--- config.mk ---
export PLATFORM = sky130hd
export DESIGN_NAME = mux_seq_n
export DESIGN_NICKNAME = d
export VERILOG_FILES = /design/src/rtl/mux_seq_pkg.sv /design/src/rtl/mux_n_1.sv /design/src/rtl/mux_seq_n.sv
export SDC_FILE = /design/constraint.sdc
export NUM_CORES = 1
export LEC_CHECK = 0
export ABC_CLOCK_PERIOD_IN_PS = 3800
export CAP_MARGIN = 20
export CORE_MARGIN = 1.5
export CORE_UTILIZATION = 50
export DETAILED_ROUTE_END_ITERATION = 12
export PLACE_DENSITY = 0.86
export SYNTH_ARGS = -nofsm -noshare
export SYNTH_HDL_FRONTEND = slang
export SYNTH_SLANG_ARGS = --single-unit
--- constraint.sdc ---
create_clock -name clk -period 3.8 [get_ports clk]
set_input_delay 0.76 -clock clk [delete_from_list [all_inputs] [get_ports clk]]
set_output_delay 0.76 -clock clk [all_outputs]
set_load 0.05 [all_outputs]
--- src/rtl/mux_seq_pkg.sv ---
// Package for the mux_seq_n block.
// Holds the selection-mode enum, the scan FSM state enum and the helper
// that sizes channel-index fields.
// Shared by mux_n_1 and mux_seq_n via import mux_seq_pkg::*.
package mux_seq_pkg;

    typedef enum logic {
        MODE_DIRECT = 1'b0,
        MODE_SCAN   = 1'b1
    } mux_mode_e;

    typedef enum logic {
        WAIT = 1'b0,
        CAP  = 1'b1
    } scan_state_e;

    // Width of a channel index for n channels (n >= 2).
    function automatic int sel_width(input int n);
        return (n <= 2) ? 1 : $clog2(n);
    endfunction

endpackage

--- src/rtl/mux_n_1.sv ---
// mux_n_1: purely combinational N:1 selector, W bits per channel.
// Ports:
//   din  in  N*W    channel data, channel k at din[k*W +: W]
//   sel  in  SEL_W  channel index
//   dout out W      selected channel, 0 when sel >= N
//   err  out 1      high when sel >= N
module mux_n_1
    import mux_seq_pkg::*;
#(
    parameter  int N     = 16,
    parameter  int W     = 1,
    localparam int SEL_W = sel_width(N)
) (
    input  logic [N*W-1:0]   din,
    input  logic [SEL_W-1:0] sel,
    output logic [W-1:0]     dout,
    output logic             err
);

    always_comb begin
        dout = '0;
        err  = 1'b1;
        for (int k = 0; k < N; k++) begin
            if (sel == SEL_W'(k)) begin
                dout = din[k*W +: W];
                err  = 1'b0;
            end
        end
    end

endmodule

--- src/rtl/mux_seq_n.sv ---
// mux_seq_n: N-channel W-bit multiplexer with a registered valid/ready
// output. Direct mode takes the channel from sel; scan mode walks the
// channels with a programmable dwell between captures.
// Optional feature macro: MUX_SEQ_MASK_EN (adds ch_mask to restrict the scan).
// Ports:
//   clk, rst   clock and synchronous active-high reset
//   din        N*W channel data
//   sel        direct-mode channel select
//   mode       0 direct, 1 scan
//   dwell      idle cycles between scan captures
//   out_data   captured data
//   out_ch     channel index of out_data
//   out_err    captured select was >= N
//   out_valid  output register holds an untransferred sample
//   ch_mask    (MUX_SEQ_MASK_EN only) per-channel scan enable
//   out_ready  downstream accepts the sample
module mux_seq_n
    import mux_seq_pkg::*;
#(
    parameter  int N       = 16,
    parameter  int W       = 1,
    parameter  int DWELL_W = 8,
    localparam int SEL_W   = sel_width(N)
) (
    input  logic               clk,
    input  logic               rst,
    input  logic [N*W-1:0]     din,
    input  logic [SEL_W-1:0]   sel,
    input  logic               mode,
    input  logic [DWELL_W-1:0] dwell,
    output logic [W-1:0]       out_data,
    output logic [SEL_W-1:0]   out_ch,
    output logic               out_err,
    output logic               out_valid,
`ifdef MUX_SEQ_MASK_EN
    input  logic [N-1:0]       ch_mask,
`endif
    input  logic               out_ready
);

    logic [N-1:0] mask;
`ifdef MUX_SEQ_MASK_EN
    assign mask = ch_mask;
`else
    assign mask = '1;
`endif

    // Next enabled channel after cur in wrap order; cur itself if no other.
    function automatic logic [SEL_W-1:0] next_en(input logic [SEL_W-1:0] cur,
                                                  input logic [N-1:0] m);
        logic [SEL_W-1:0] r;
        int idx;
        r = cur;
        for (int k = N - 1; k >= 1; k--) begin
            idx = (int'(cur) + k) % N;
            if (m[idx]) r = SEL_W'(idx);
        end
        return r;
    endfunction

    // Lowest enabled channel (0 when none is enabled).
    function automatic logic [SEL_W-1:0] first_en(input logic [N-1:0] m);
        logic [SEL_W-1:0] r;
        r = '0;
        for (int k = N - 1; k >= 0; k--) begin
            if (m[k]) r = SEL_W'(k);
        end
        return r;
    endfunction

    logic               mode_p1;
    scan_state_e        state_p1, state_d;
    logic [SEL_W-1:0]   ch_p1, ch_d;
    logic [DWELL_W-1:0] dc_p1, dc_d;
    logic               free, mode_chg, is_scan, scan_cap, load;
    logic [SEL_W-1:0]   mux_sel;
    logic [W-1:0]       mux_dout;
    logic               mux_err;

    assign free     = !out_valid || out_ready;
    assign mode_chg = (mode != mode_p1);
    assign is_scan  = (mux_mode_e'(mode) == MODE_SCAN);
    assign mux_sel  = is_scan ? ch_p1 : sel;
    // Neither mode captures on the edge that enters scan mode; the first
    // scan capture happens one edge later from the reset channel.
    assign load     = free && (is_scan ? scan_cap : 1'b1);

    mux_n_1 #(.N(N), .W(W)) u_mux (
        .din  (din),
        .sel  (mux_sel),
        .dout (mux_dout),
        .err  (mux_err)
    );

    // Scan FSM next state. The WAIT exit is taken on the cycle dc reaches 0,
    // and dwell == 0 keeps the FSM in CAP, so a channel period is dwell + 1.
    always_comb begin
        state_d  = state_p1;
        ch_d     = ch_p1;
        dc_d     = dc_p1;
        scan_cap = 1'b0;
        if (mode_chg) begin
            ch_d    = first_en(mask);
            dc_d    = '0;
            state_d = CAP;
        end else if (is_scan) begin
            case (state_p1)
                WAIT: begin
                    if (mask != '0) begin
                        if (dc_p1 == '0 || dc_p1 == DWELL_W'(1)) state_d = CAP;
                        if (dc_p1 != '0) dc_d = dc_p1 - DWELL_W'(1);
                    end
                end
                CAP: begin
                    if (mask == '0) begin
                        state_d = WAIT;
                    end else if (free) begin
                        scan_cap = 1'b1;
                        ch_d     = next_en(ch_p1, mask);
                        if (dwell != '0) begin
                            dc_d    = dwell;
                            state_d = WAIT;
                        end
                    end
                end
                default: state_d = CAP;
            endcase
        end
    end

    // Stage p1: control registers
    always_ff @(posedge clk) begin
        if (rst) begin
            mode_p1  <= 1'b0;
            state_p1 <= CAP;
            ch_p1    <= '0;
            dc_p1    <= '0;
        end else begin
            mode_p1  <= mode;
            state_p1 <= state_d;
            ch_p1    <= ch_d;
            dc_p1    <= dc_d;
        end
    end

    // Stage p1: output register; a transfer and a load on the same edge
    // keep out_valid high with the new sample.
    always_ff @(posedge clk) begin
        if (rst) begin
            out_data  <= '0;
            out_ch    <= '0;
            out_err   <= 1'b0;
            out_valid <= 1'b0;
        end else if (load) begin
            out_data  <= mux_dout;
            out_ch    <= mux_sel;
            out_err   <= is_scan ? 1'b0 : mux_err;
            out_valid <= 1'b1;
        end else if (out_ready) begin
            out_valid <= 1'b0;
        end
    end

endmodule
==> qor.yml <==
initial_utilization: 0.534
setup_violations: 0
yosys.cell_types.count: 43
fin_nets: 241
cap_viol_max_count: 0
share_comb_of_total_power: 0.316
r2r_start: "state_p1$_SDFFE_PP1P_"
syn-instance-count: 173
synth_area_per_cell_um2: 7.79
fin_crit_sh: 0.729
finClkSkew_ns: 0.00708
synth_area_leader_cell: "dfxtp_1"
status: "complete, no violations"
pre_cts_ws_ns: 0.734
wire_per_inst_um: 13.9
gp_congestion: 0.847
cts_hold_buf: 0
wirelength_mm: 3.25
area_growth_syn_to_layout_pct: 28.8
via_per_inst: 5.79
synthArstFlopShare: 0
start_kind: "input port"
diodes: 0
yosys_warnings: 0
p_seq_frac: 0.468
row_count: 18
hp-class: "register to register"
drt_iter0_markers: 45
max-vdd-ir-drop_v: 0.000299
antenna_found_initial: 0
yosysSeqAreaShare: 0.312
grt_max_degree: 30
final.setup.tns_ns: 0
dr_total_vias: 1354
slew_headroom: 0.424
die-height_um: 54.9
crit_type: "input port to register"
switchingPower_uw: 171
finalCoreUtilization: 0.688
htreeDepth: 1
synth_area_leaders: "dfxtp_1 (31%), nor2_1 (7.8%), a21oi_1 (6.7%), mux2i_1 (4.5%), ha_1 (3.7%)"
grt-ovfl-total: 0
grt_util_all_layers: 0.245
clkSlewWorstSetupHoldPaths_ns: 0.13
dr.pass1.iters: 4
ys_ff_latch: 21
power.internal_uw: 354
critPathArrivalTime_ns: 2.99
dieArea_um2: 3020
drc: 0
cts_root_buf: "clkbuf_4"
drive_gt1_frac: 0.0637
rsz0062_at_grt: "false"
cts_max_path_buffers: 2
grt_pass1_wl_mm: 5.38
critical-path-max-stage-delay_ns: 0.91
power_density_nw_per_um2: 302
worstPathMaxFanout: 18
hold_violations: 0
portBuffers: 38
clkLatencyLatePin_ns: 0.31
startpoint: "mode"
fin_crit_ns: 2.77
synth_fp_nets: 209
cp-end-kind: "register"
grt_pass1_vias: 1301
cts_tree: "yes"
num_io_pins: 39
p_leak_uw: 0.000658
cts_sinks: 21
drtAntennaViolNets: 0
power_frac_clock: 0.216
hp-start: "out_err$_SDFFE_PP0P_"
synth_top_area_share: 0.312
coreArea_um2: 2520
slowest_stage: "clkdlybuf4s50_1"
cts_buffers: 3
die_w_um: 54.9
slew_viol_final: 0
whs_path_depth: 1
final_common_cell: "clkdlybuf4s50_1"
ctsResizeCount: 0
r2r_cells: 4
ys.flop_type: "dfxtp_1"
p_sw_frac: 0.326
dpl.hpwl_mm: 2.57
syn_area_um2: 1350
cp_cell_sequence: "clkdlybuf4s50_1 -> mux2i_1 -> a21oi_1 -> a31oi_1 -> a2bb2oi_1 -> o21ai_1 -> a311oi_1"
synth_edf_count: 0
tightest_slew_ns: 0.863
worst_ep_required_time_ns: 4.02
fmax_mhz: 361
setup_slack_ns: 1.03
final_cell_mix: "clkdlybuf4s50_1 (38), nor2_1 (28), dfxtp_1 (21)"
post-cts-setup-buffers: 0
==> final timing paths <==
check,slack [ns],to
setup / recovery,1.03,out_data$_SDFFE_PP0P_
hold / removal,0.48,out_err$_SDFFE_PP0P_
setup reg to reg,1.62,out_data$_SDFFE_PP0P_
hold reg to reg,0.48,out_err$_SDFFE_PP0P_
==> power groups by stage <==
| stage | clock network (uW) | logic [uW] | registers (uW) |
|---|---|---|---|
| 5_1_grt | 125 | 182 | 248 |
| 3_5_place_dp | 0 | 165 | 250 |
| 4_1_cts | 118 | 165 | 245 |
| 3_3_place_gp | 0 | 160 | 249 |
| 2_1_floorplan | 0 | 92.7 | 264 |
| 6_report | 114 | 166 | 246 |
==> flip-flops by register name (all words and copies together) (netlist names) <==
name / flops
ch_p1: 4
dc_p1: 8
mode_p1: 1
out_ch: 4
out_data: 1
out_err: 1
out_valid: 1
state_p1: 1
==> cell type report <==
type                            count  area [um2]
Tap cell                           30        37.5
Multi-Input combinational cell    134         845
Timing Repair Buffer               38         380
Inverter                            7        26.3
Fill cell                         215         787
Clock buffer                        4        26.3
Sequential cell                    21         420
==> critical path: cells and delay by family <==
family / cells / cell delay (ns)
AOI/OAI and AO/OA: 5 / 0.81
buffers and inverters: 1 / 0.91
muxes: 1 / 0.50
==> synth_stat cells, types with 2 or more instances <==
master / instances
nor2_1: 28
dfxtp_1: 21
a21oi_1: 18
o21ai_0: 9
nand2_1: 8
inv_1: 7
mux2i_1: 6
nor3_1: 6
a211oi_1: 5
clkbuf_1: 5
ha_1: 4
nand3_1: 4
or2_2: 4
or4_1: 4
buf_2: 3
nand2b_1: 3
nor3b_1: 3
o21ai_1: 3
a22oi_1: 2
a2bb2oi_1: 2
mux2_4: 2
nand4_1: 2
o21bai_1: 2
xnor2_1: 2
xor2_1: 2
==> layer usage <==
metal,GRT usage,wire [um]
met5,0,0
met4,0.0935,82
met3,0.0511,124
met2,0.431,1620
met1,0.291,1420
==> through the flow <==
step	power (uW)	std cells	area (um2)	hold WS, ns
6_report	525	234	1740	0.482
5_1_grt	556	234	1740	0.515
4_1_cts	528	234	1740	0.488
3_5_place_dp	415	230	1710	0.470
3_3_place_gp	410	230	1710	0.463
2_1_floorplan	357	173	1350	0.448
==> kinds of logic (layout without fill, tap and decap cells) <==
family          count (synthesis)  in the layout  share of synthesized area
simple gates                   69             69                      0.261
compound gates                 47             47                      0.211
flops                          21             21                      0.312
buf+inv                        18             49                     0.0613
mux                            10             10                     0.0919
fa+ha+maj                       4              4                     0.0371
xor+xnor                        4              4                     0.0260
Power figures use the tool's default switching activity.
